### src/rtl/eth_reset_sequencer_pkg.sv
// Shared types for the Ethernet reset sequencer: FSM state encoding and the
// registered reset-output bundle.
package eth_reset_sequencer_pkg;

    typedef enum logic [2:0] {
        StWaitLock = 3'd0,
        StPhyRst   = 3'd1,
        StSettle   = 3'd2,
        StTxRel    = 3'd3,
        StRxRel    = 3'd4,
        StReady    = 3'd5
    } state_e;

    typedef struct packed {
        logic phy_reset_n;
        logic tx_rst;
        logic rx_rst;
        logic ready;
    } rst_out_t;

    localparam rst_out_t RstOutAsserted = 4'b0110;

    function automatic rst_out_t state_outputs(state_e st);
        rst_out_t o;
        o = RstOutAsserted;
        unique case (st)
            StSettle: o = 4'b1110;
            StTxRel:  o = 4'b1010;
            StRxRel:  o = 4'b1000;
            StReady:  o = 4'b1001;
            default:  o = RstOutAsserted;
        endcase
        return o;
    endfunction

endpackage

### src/rtl/eth_sync2.sv
// Two-flop synchronizer with synchronous active-high reset.
module eth_sync2 #(
    parameter int unsigned width_p = 1
) (
    input  logic               clk_i,
    input  logic               reset_i,
    input  logic [width_p-1:0] d_i,
    output logic [width_p-1:0] q_o
);

    logic [width_p-1:0] meta_q;
    logic [width_p-1:0] sync_q;

    always_ff @(posedge clk_i) begin
        if (reset_i) begin
            meta_q <= '0;
            sync_q <= '0;
        end else begin
            meta_q <= d_i;
            sync_q <= meta_q;
        end
    end

    assign q_o = sync_q;

endmodule

### src/rtl/eth_reset_sequencer.sv
// Power-up / restart sequencer: waits for PLL lock, pulses the PHY reset, lets the PHY
// settle, then releases MAC TX and RX resets in turn before flagging ready.
module eth_reset_sequencer
    import eth_reset_sequencer_pkg::*;
#(
    parameter int phy_rst_cycles_p    = 1000,
    parameter int phy_settle_cycles_p = 5000
) (
    input  logic       clk_i,
    input  logic       reset_i,
    input  logic       pll_locked_i,
    input  logic       sw_reset_i,
    output logic       phy_reset_n_o,
    output logic       mac_tx_reset_o,
    output logic       mac_rx_reset_o,
    output logic       ready_o,
    output logic [2:0] state_o
);

    localparam int MaxCycles = (phy_rst_cycles_p > phy_settle_cycles_p) ?
                               phy_rst_cycles_p : phy_settle_cycles_p;
    localparam int CntW = $clog2(MaxCycles + 1);

    localparam logic [CntW-1:0] RstLast    = CntW'(phy_rst_cycles_p - 1);
    localparam logic [CntW-1:0] SettleLast = CntW'(phy_settle_cycles_p - 1);

    if (phy_rst_cycles_p < 1 || phy_settle_cycles_p < 1) begin : gen_param_check
        $error("eth_reset_sequencer: cycle parameters must be at least 1");
    end

    logic            lock_s;
    state_e          state_q, state_d;
    logic [CntW-1:0] cnt_q, cnt_d;
    rst_out_t        out_q;

    eth_sync2 #(
        .width_p (1)
    ) u_lock_sync (
        .clk_i   (clk_i),
        .reset_i (reset_i),
        .d_i     (pll_locked_i),
        .q_o     (lock_s)
    );

    // Loss of lock dominates; a software request (or fresh lock) re-arms PHY_RST.
    always_comb begin
        state_d = state_q;
        cnt_d   = cnt_q;
        if (!lock_s) begin
            state_d = StWaitLock;
            cnt_d   = '0;
        end else if (sw_reset_i || state_q == StWaitLock) begin
            state_d = StPhyRst;
            cnt_d   = '0;
        end else begin
            unique case (state_q)
                StPhyRst: begin
                    if (cnt_q == RstLast) begin
                        state_d = StSettle;
                        cnt_d   = '0;
                    end else begin
                        cnt_d = cnt_q + CntW'(1);
                    end
                end
                StSettle: begin
                    if (cnt_q == SettleLast) begin
                        state_d = StTxRel;
                        cnt_d   = '0;
                    end else begin
                        cnt_d = cnt_q + CntW'(1);
                    end
                end
                StTxRel: state_d = StRxRel;
                StRxRel: state_d = StReady;
                StReady: state_d = StReady;
                default: begin
                    state_d = StWaitLock;
                    cnt_d   = '0;
                end
            endcase
        end
    end

    // Outputs are decoded from the next state so they flip on the same edge as state_q.
    always_ff @(posedge clk_i) begin
        if (reset_i) begin
            state_q <= StWaitLock;
            cnt_q   <= '0;
            out_q   <= RstOutAsserted;
        end else begin
            state_q <= state_d;
            cnt_q   <= cnt_d;
            out_q   <= state_outputs(state_d);
        end
    end

    assign phy_reset_n_o  = out_q.phy_reset_n;
    assign mac_tx_reset_o = out_q.tx_rst;
    assign mac_rx_reset_o = out_q.rx_rst;
    assign ready_o        = out_q.ready;
    assign state_o        = state_q;

endmodule

### config.mk
export PLATFORM = sky130hd
export DESIGN_NAME = eth_reset_sequencer
export DESIGN_NICKNAME = d
export VERILOG_FILES = /design/src/rtl/eth_reset_sequencer_pkg.sv /design/src/rtl/eth_sync2.sv /design/src/rtl/eth_reset_sequencer.sv
export SDC_FILE = /design/constraint.sdc
export NUM_CORES = 1
export LEC_CHECK = 0
export CAP_MARGIN = 20
export CORE_MARGIN = 3
export CORE_UTILIZATION = 49
export DETAILED_ROUTE_END_ITERATION = 10
export PLACE_DENSITY = 0.73
export SLEW_MARGIN = 15
export SYNTH_ARGS = -nofsm -noshare
export SYNTH_HDL_FRONTEND = slang
export SYNTH_SLANG_ARGS = --single-unit
### constraint.sdc
create_clock -name clk_i -period 2 [get_ports clk_i]
set_clock_uncertainty 0.2 [all_clocks]
set_input_delay 0.3 -clock clk_i [delete_from_list [all_inputs] [get_ports clk_i]]
set_output_delay 0.3 -clock clk_i [all_outputs]
set_load 0.02 [all_outputs]
Word-level counts from Yosys, hierarchy flattened
Index checks and enable logic that the tools add are counted.
{"block": "totals", "regBits": 22, "latch_bits": 0, "mem_bits_rw": 0, "romBits": 0, "input_bits": 4, "n_memories": 0}
{"block": "classes", "addsub": 1, "mul": 0, "div_mod_pow": 0, "n_lt_le_gt_ge": 0, "n_eq_ne": 11, "shift": 0, "n_mux": 9, "bitwise_logic": 1, "n_reduce_logical": 5}
{"operator": "$pmux 13 s3", "n": 1}
{"operator": "$mux 13", "n": 2}
{"operator": "$pmux 4 s4", "n": 1}
{"operator": "$add 13x1->13 const B", "n": 1}
{"operator": "$eq 13x10->1 const B", "n": 1}
{"operator": "$eq 13x13->1 const B", "n": 1}
{"operator": "$eq 3x2->1 const B", "n": 4}
{"operator": "$eq 3x3->1 const B", "n": 4}
{"operator": "$mux 3", "n": 4}
{"operator": "$pmux 3 s4", "n": 1}
{"operator": "$reduce_or 3->1", "n": 2}
{"operator": "$eq 3x1->1 const B", "n": 1}
{"operator": "$logic_not 3->1", "n": 1}
{"operator": "$reduce_or 2->1", "n": 1}
{"operator": "$logic_or 1x1->1", "n": 1}
{"operator": "$not 1->1", "n": 1}

Logic depth before layout (Yosys ltp)
Gate-level depths: netlist of run 1.
{"block": "logic_depth", "ltp_word": 7, "depth_mapped": 8, "mapped_depth_nobuf": 5}

Hierarchy
From an unflattened synthesis of run 1, not the netlist that was laid out.
{"block": "hier_totals", "cells_unflattened": 118, "hier_area_um2": 1028.5}
{"module": "eth_reset_sequencer", "n_inst": 1, "cells_per_inst": 114, "area_per_inst_um2": 975.9}
{"module": "eth_sync2", "n_inst": 1, "cells_per_inst": 4, "area_per_inst_um2": 52.6}

Worst setup path after synthesis of run 1
No wires, ideal clock.
{"block": "synth_path", "path_kind": "register -> register", "from": "register cnt_q[0]", "to": "register cnt_q[11]", "setup_ns": 0.079, "arrival_time_ns": 1.733, "setup_slack_ns": -0.012, "path_stages_with_launch": 7, "path_cell_list": "dfxtp_1 > ha_1 > and4_1 > a211oi_1 > clkbuf_1 > o2111ai_1 > o211ai_1"}
{"block": "synth_between", "elab_chain_len": 3, "word_cells_on_any_way": 6}
{"element": "from (decl)", "line": "eth_reset_sequencer.sv:33", "text": "logic [CntW-1:0] cnt_q, cnt_d;"}
{"element": "from (signal assigned)", "line": "eth_reset_sequencer.sv:92", "text": "cnt_q <= cnt_d;"}
{"element": "$add 13x1->13 (tied with other cells)", "line": "eth_reset_sequencer.sv:62, eth_reset_sequencer.sv:70"}
{"element": "$mux 13, on equally long branches", "line": "eth_reset_sequencer.sv:66, eth_reset_sequencer.sv:58"}
{"element": "$pmux 13 s3 *", "line": "eth_reset_sequencer.sv:56", "text": "unique case (state_q)"}
Mark *: on every way between the ends. The rest lies on a longest branch, timed or not.
A chain may end at the register's enable or synchronous reset.

Worst setup path after layout of run 1
{"block": "layout_path", "from": "register cnt_q[0]", "to": "register cnt_q[5]"}
The elaborated chain is that of the path after synthesis.

==> results of run 1 <==
-- worst paths after layout --
path	slack [ps]	startpoint	to	depth (start not counted)
setup / recovery	70	cnt_q[0]$_SDFFE_PP0N_	cnt_q[5]$_SDFFE_PP0N_	6
hold / removal	260	u_lock_sync.meta_q$_SDFF_PP0_	u_lock_sync.q_o$_SDFF_PP0_	1
setup reg to reg	70	cnt_q[0]$_SDFFE_PP0N_	cnt_q[5]$_SDFFE_PP0N_	6
hold reg to reg	260	u_lock_sync.meta_q$_SDFF_PP0_	u_lock_sync.q_o$_SDFF_PP0_	1
-- sequential cells by signal, indices dropped and copies added (netlist names) --
signal,flops
cnt_q,13
state_o,3
mac_rx_reset_o,1
mac_tx_reset_o,1
phy_reset_n_o,1
ready_o,1
u_lock_sync.meta_q,1
u_lock_sync.q_o,1
-- worst reg2reg max path: cells and delay by family, from the launching register on --
kind                     cells  cell delay [ps]
AO/OA/AOI/OAI                3              610
flip-flops                   1              370
AND/OR/NAND/NOR              1              250
adder cells (fa/ha/maj)      1              230
buffers and inverters        1              210
-- Yosys cell counts, drive strengths merged, types with 2 or more instances --
master   number  area [sq um]
a211oi        3          22.5
a21oi         7          35.0
and2          2          12.5
buf           5          43.8
clkbuf        5          18.8
dfxtp        22           440
inv           5          18.8
nand2        12          45.0
nand3         3          15.0
nand4         3          18.8
nor2          6          22.5
nor2b         3          18.8
nor3          7          35.0
nor4          9          56.3
nor4b         2          17.5
o2111ai       5          43.8
o211ai        2          15.0
o21ai         4          20.0
o22ai         5          31.3
o31a          3          26.3
o41ai         2          17.5
or2           2          12.5
or3b          4          35.0
or4           3          22.5
xnor2         3          26.3
-- stage by stage --
step                      worst slack (ps)  setup TNS [ps]  instances  area (sq um)  total power [uW]
after floorplan                       4.89               0        139          1190               465
after global placement               -53.9            -103        187          1410               479
after detailed placement             -91.9            -275        187          1410               480
after CTS                             59.0               0        191          1460               822
after global routing                 -31.7           -61.6        191          1500               843
final                                 65.7               0        191          1500               818
-- where the power goes --
| part | switching [uW] | leakage (uW) | total [uW] | internal [uW] |
|---|---|---|---|---|
| registers | 1.97 | 0.000181 | 441 | 439 |
| clock network | 146 | 0.0000279 | 349 | 203 |
| logic | 12.9 | 0.000269 | 28.3 | 15.4 |
| total | 161 | 0.000478 | 818 | 657 |
-- logic make-up (layout without fill, tap and decap cells) --
logic type	Yosys count	in the layout	share of synthesized area
and+or+nand+nor	62	62	0.310
AOI/OAI and AO/OA	35	35	0.206
DFF	22	22	0.373
buffers and inverters	15	39	0.0688
xor gates and xnor gates	3	3	0.0222
adders and majority gates	1	1	0.0106
muxes	1	1	0.00953
-- per-layer routing --
metal | track usage | wire length [um] | vias to the layer above
li1 | - | - | 587
met1 | 0.322 | 1440 | 581
met2 | 0.382 | 1550 | 46
met3 | 0.0322 | 188 | 2
met4 | 0.0931 | 18 | 0
met5 | 0 | 0 | -
-- layout make-up --
type	instances	area, sq um
clock buffer	3	22.5
inverter	5	18.8
tap	28	35.0
clock inverter	1	30.0
multi-input combinational	102	693
sequential	22	449
timing repair buffer	30	248
fill	197	758
-- what timing repair did --
item | in CTS | in global routing
resized for setup | 4 | 8
hold endpoints to repair | 0 | 0
setup endpoints to repair | 3 | 9
==> impl_metrics.tcl, run 1 <==
set metrics [dict create \
    run_status "finished, final reports clean" \
    antenna_found_initial 0 \
    cts.sinks 22 \
    worstSetupPathType "reg -> reg" \
    mostFrequentLayoutCells "buf_4 (20), dfxtp_1 (17), nand2_1 (12)" \
    drcViolationCount 0 \
    avgSynthCellArea_sq_um 8.50 \
    clock_path_buffers 2 \
    worst_pin_slew_ps 409 \
    syn_to_final_growth_pct 26.7 \
    cp_max_fo 6 \
    dieArea_sq_um 3040 \
    htreeDepth 1 \
    synth_edf_count 0 \
    crit_buf_inv 1 \
    io_buffers 10 \
    leakage_uw 0.000478 \
    core-area_sq_um 2250 \
    synth_cell_type_count 41 \
    clk_pin_slew_ps 130 \
    cts_root_buf "clkbuf_4" \
    p_per_area_nw_per_um2 547 \
    grt_pass1_wl_mm 5.13 \
    routed_wl_mm 3.20 \
    ys_seq_area_frac 0.373 \
    maxCapViolations 0 \
    synthArstFlopShare 0 \
    die_x_um 55.1 \
    avgRoutedWirePerCell_um 16.7 \
    final_core_util 0.664 \
    cp.arrival_ps 1990 \
    grt_max_degree 15 \
    dr.first_iter.drc_count 50 \
    antenna_cells 0 \
    fmax_mhz 517 \
    dpl.hpwl_mm 2.32 \
    drt-vias-per-instance 6.37 \
    cts_tree "yes" \
    final_nets 169 \
    crit_family "compound AO/OA/AOI/OAI gates" \
    yosysWarningCount 0 \
    die_y_um 55.1 \
    rsz0062_at_grt "yes" \
    gp_congestion 0.892 \
    timing.hold.ws_ps 262 \
    grt_overflow 0 \
    start_kind "register" \
    max_stage_delay_ps 370 \
    maxSlewHeadroom 0.724 \
    antenna_left 0 \
    drive_above_1_share 0.239 \
    numCtsBuffers 3 \
    required_ps 2050 \
    ys_ff_latch 22 \
    finalCritPeriodShare 0.967 \
    hp-class "reg -> reg" \
    grt_pass1_vias 1089 \
    ys.flop_type "dfxtp_1" \
    synthCells 139 \
    rows 17 \
    insertion_delay_ps 320 \
    post_cts_buffers 0 \
    synthesis.area_sq_um 1180 \
    worst_setup_path_end_kind "register" \
    final_common_cell "buf_4" \
    period_needed_ps 1930 \
    ir_drop_uv 469 \
    critPathSlowestCell "dfxtp_2" \
    postCtsHoldBufs 0 \
    vias 1216 \
    hold_viol 0 \
    synth_nets 144 \
    initial_core_util 0.524 \
    drv_slew 0 \
    track_usage 0.238 \
    num_io_pins 11 \
    setup_viol 0 \
    first_pass_iters 4 \
    crit_path_cell_trace "ha_1, and4_1, a211oi_2, buf_4, o221ai_1, a31oi_1" \
]
Power figures use the tool's default switching activity.
==> inputs of run 2 (changes only) <==
==> constraint.sdc (replaced) <==
create_clock -name clk_i -period 2 [get_ports clk_i]
set_clock_uncertainty 0.2 [all_clocks]
set_input_delay 0.3 -clock clk_i [delete_from_list [all_inputs] [get_ports clk_i]]
set_output_delay 0.3 -clock clk_i [all_outputs]
set_load 0.05 [all_outputs]
==> run 2 against run 1 <==
Effect of this change: combinational power rose by 9.5%; setup slack got worse by 12 ps; via count fell by 2.5%; worst hold slack improved by 5.8 ps.
==> impl_metrics.tcl, run 2 (synthesis gave the netlist of run 1 again) <==
set metrics [dict create \
    final_core_util 0.660 \
    reg2reg_from "cnt_q[0]$_SDFFE_PP0N_" \
    dpl.hpwl_mm 2.22 \
    post-place-ws_ps -101 \
    first_pass_iters 4 \
    grt_pass1_wl_mm 4.85 \
    routed_wl_mm 3.05 \
    hold_viol 0 \
    rows 17 \
    dieArea_sq_um 3040 \
    grt_pass1_vias 1047 \
    clk_pin_slew_ps 130 \
    drt-vias-per-instance 6.28 \
    io_buffers 10 \
    drcViolationCount 0 \
    multiInputGateArea_sq_um 692 \
    antenna_cells 0 \
    leakage_uw 0.000462 \
    rsz0062_at_grt "yes" \
    avgRoutedWirePerCell_um 16.2 \
    fillerInstances 202 \
    final_common_cell "buf_4" \
    critPathSlowestCell "clkdlybuf4s50_1" \
    dr.first_iter.drc_count 39 \
    p_per_area_nw_per_um2 549 \
    grt_max_degree 15 \
    numCtsBuffers 3 \
    setup.worst_path.start "mac_tx_reset_o$_SDFF_PP1_" \
    max_stage_delay_ps 810 \
    syn_to_final_growth_pct 26.0 \
    largest_reg_flops 13 \
    tns_ps 0 \
    num_io_pins 11 \
    run_status "finished, final reports clean" \
    htreeDepth 1 \
    finalCritPeriodShare 0.973 \
    cts_tree "yes" \
    mostFrequentLayoutCells "buf_4 (19), dfxtp_1 (17), nand2_1 (12)" \
    die_y_um 55.1 \
    cts.sinks 22 \
    maxSlewHeadroom 0.653 \
    die_x_um 55.1 \
    worstSetupPathType "reg -> out" \
    min_from "u_lock_sync.meta_q$_SDFF_PP0_" \
    drv_slew 0 \
    final_nets 167 \
    crit_path_cell_trace "clkdlybuf4s50_1" \
    grt_overflow 0 \
    fin_ws_ps 53.8 \
    maxCapViolations 0 \
    hp-class "reg -> reg" \
    pwr-share-clk 0.425 \
    antenna_found_initial 0 \
    worst_setup_path_end_kind "output port" \
    fmax_mhz 514 \
    swShare 0.197 \
    vias 1186 \
    period_needed_ps 1950 \
    drive_above_1_share 0.242 \
    track_usage 0.223 \
    cp_max_fo 1 \
    antenna_left 0 \
    postCtsHoldBufs 0 \
    setup_viol 0 \
    insertion_delay_ps 310 \
    pwr-share-comb 0.038 \
    pwr-share-seq 0.538 \
    ir_drop_uv 455 \
    cts_root_buf "clkbuf_4" \
    timing.hold.ws_ps 268 \
    gp_congestion 0.830 \
    internal-power_uw 656 \
    seq_area_sq_um 454 \
    worst_pin_slew_ps 518 \
    initial_core_util 0.524 \
    crit_family "buffers and inverters" \
    r2r_slack_ps 80 \
    crit_buf_inv 1 \
    core-area_sq_um 2250 \
    clock_path_buffers 2 \
    p_switching_uw 161 \
    required_ps 1500 \
    top_register "cnt_q" \
    cp.arrival_ps 1450 \
    start_kind "register" \
]
==> run 2: cell types whose count changed in the layout (fill, tap and decap cells not counted), sizes merged <==
cell | previous run | this run
buf | 20 | 21
clkdlybuf4s50 | 8 | 7
dlygate4sd2 | 2 | 0
==> run 2: what timing repair did <==
| action | in CTS | in global routing |
|---|---|---|
| endpoints found under the setup margin | 0 | 14 |
| resized for setup | 0 | 9 |
| endpoints found under the hold margin | 0 | 0 |
| buffers inserted | 0 | 1 |
==> run 2: area by class of cell <==
cell class / instances / share of cell area
Multi-Input combinational cell: 102 / 0.465
Sequential cell: 22 / 0.305
Timing Repair Buffer: 28 / 0.158
Tap cell: 28 / 0.0235
Clock inverter: 1 / 0.0202
Clock buffer: 3 / 0.0151
Inverter: 5 / 0.0126
==> run 2: routing by layer <==
metal,up-vias,share of wire,track usage
met4,0,0.014,0.0891
met2,39,0.49,0.344
li1,577,-,-
met1,565,0.43,0.313
met3,5,0.060,0.0241
met5,-,0,0
==> run 2: power by group through the flow <==
stage	Sequential [uW]	Clock [uW]	Combinational, uW
floorplan	449	0	12.9
global placement	448	0	27.2
detailed placement	449	0	28.3
global route	440	364	33.8
CTS	439	352	28.3
finish	439	347	31.0
==> run 2: final timing paths <==
path	depth (start not counted)	end
min	1	u_lock_sync.q_o$_SDFF_PP0_
min reg2reg	1	u_lock_sync.q_o$_SDFF_PP0_
max reg2reg	6	cnt_q[5]$_SDFFE_PP0N_
max	1	mac_tx_reset_o
==> run 2: metrics by stage <==
step	std cells	cell area (sq um)	total power, uW
floorplan	139	1200	462
global placement	184	1390	476
detailed placement	184	1390	477
CTS	188	1440	819
global route	189	1490	837
finish	189	1490	817
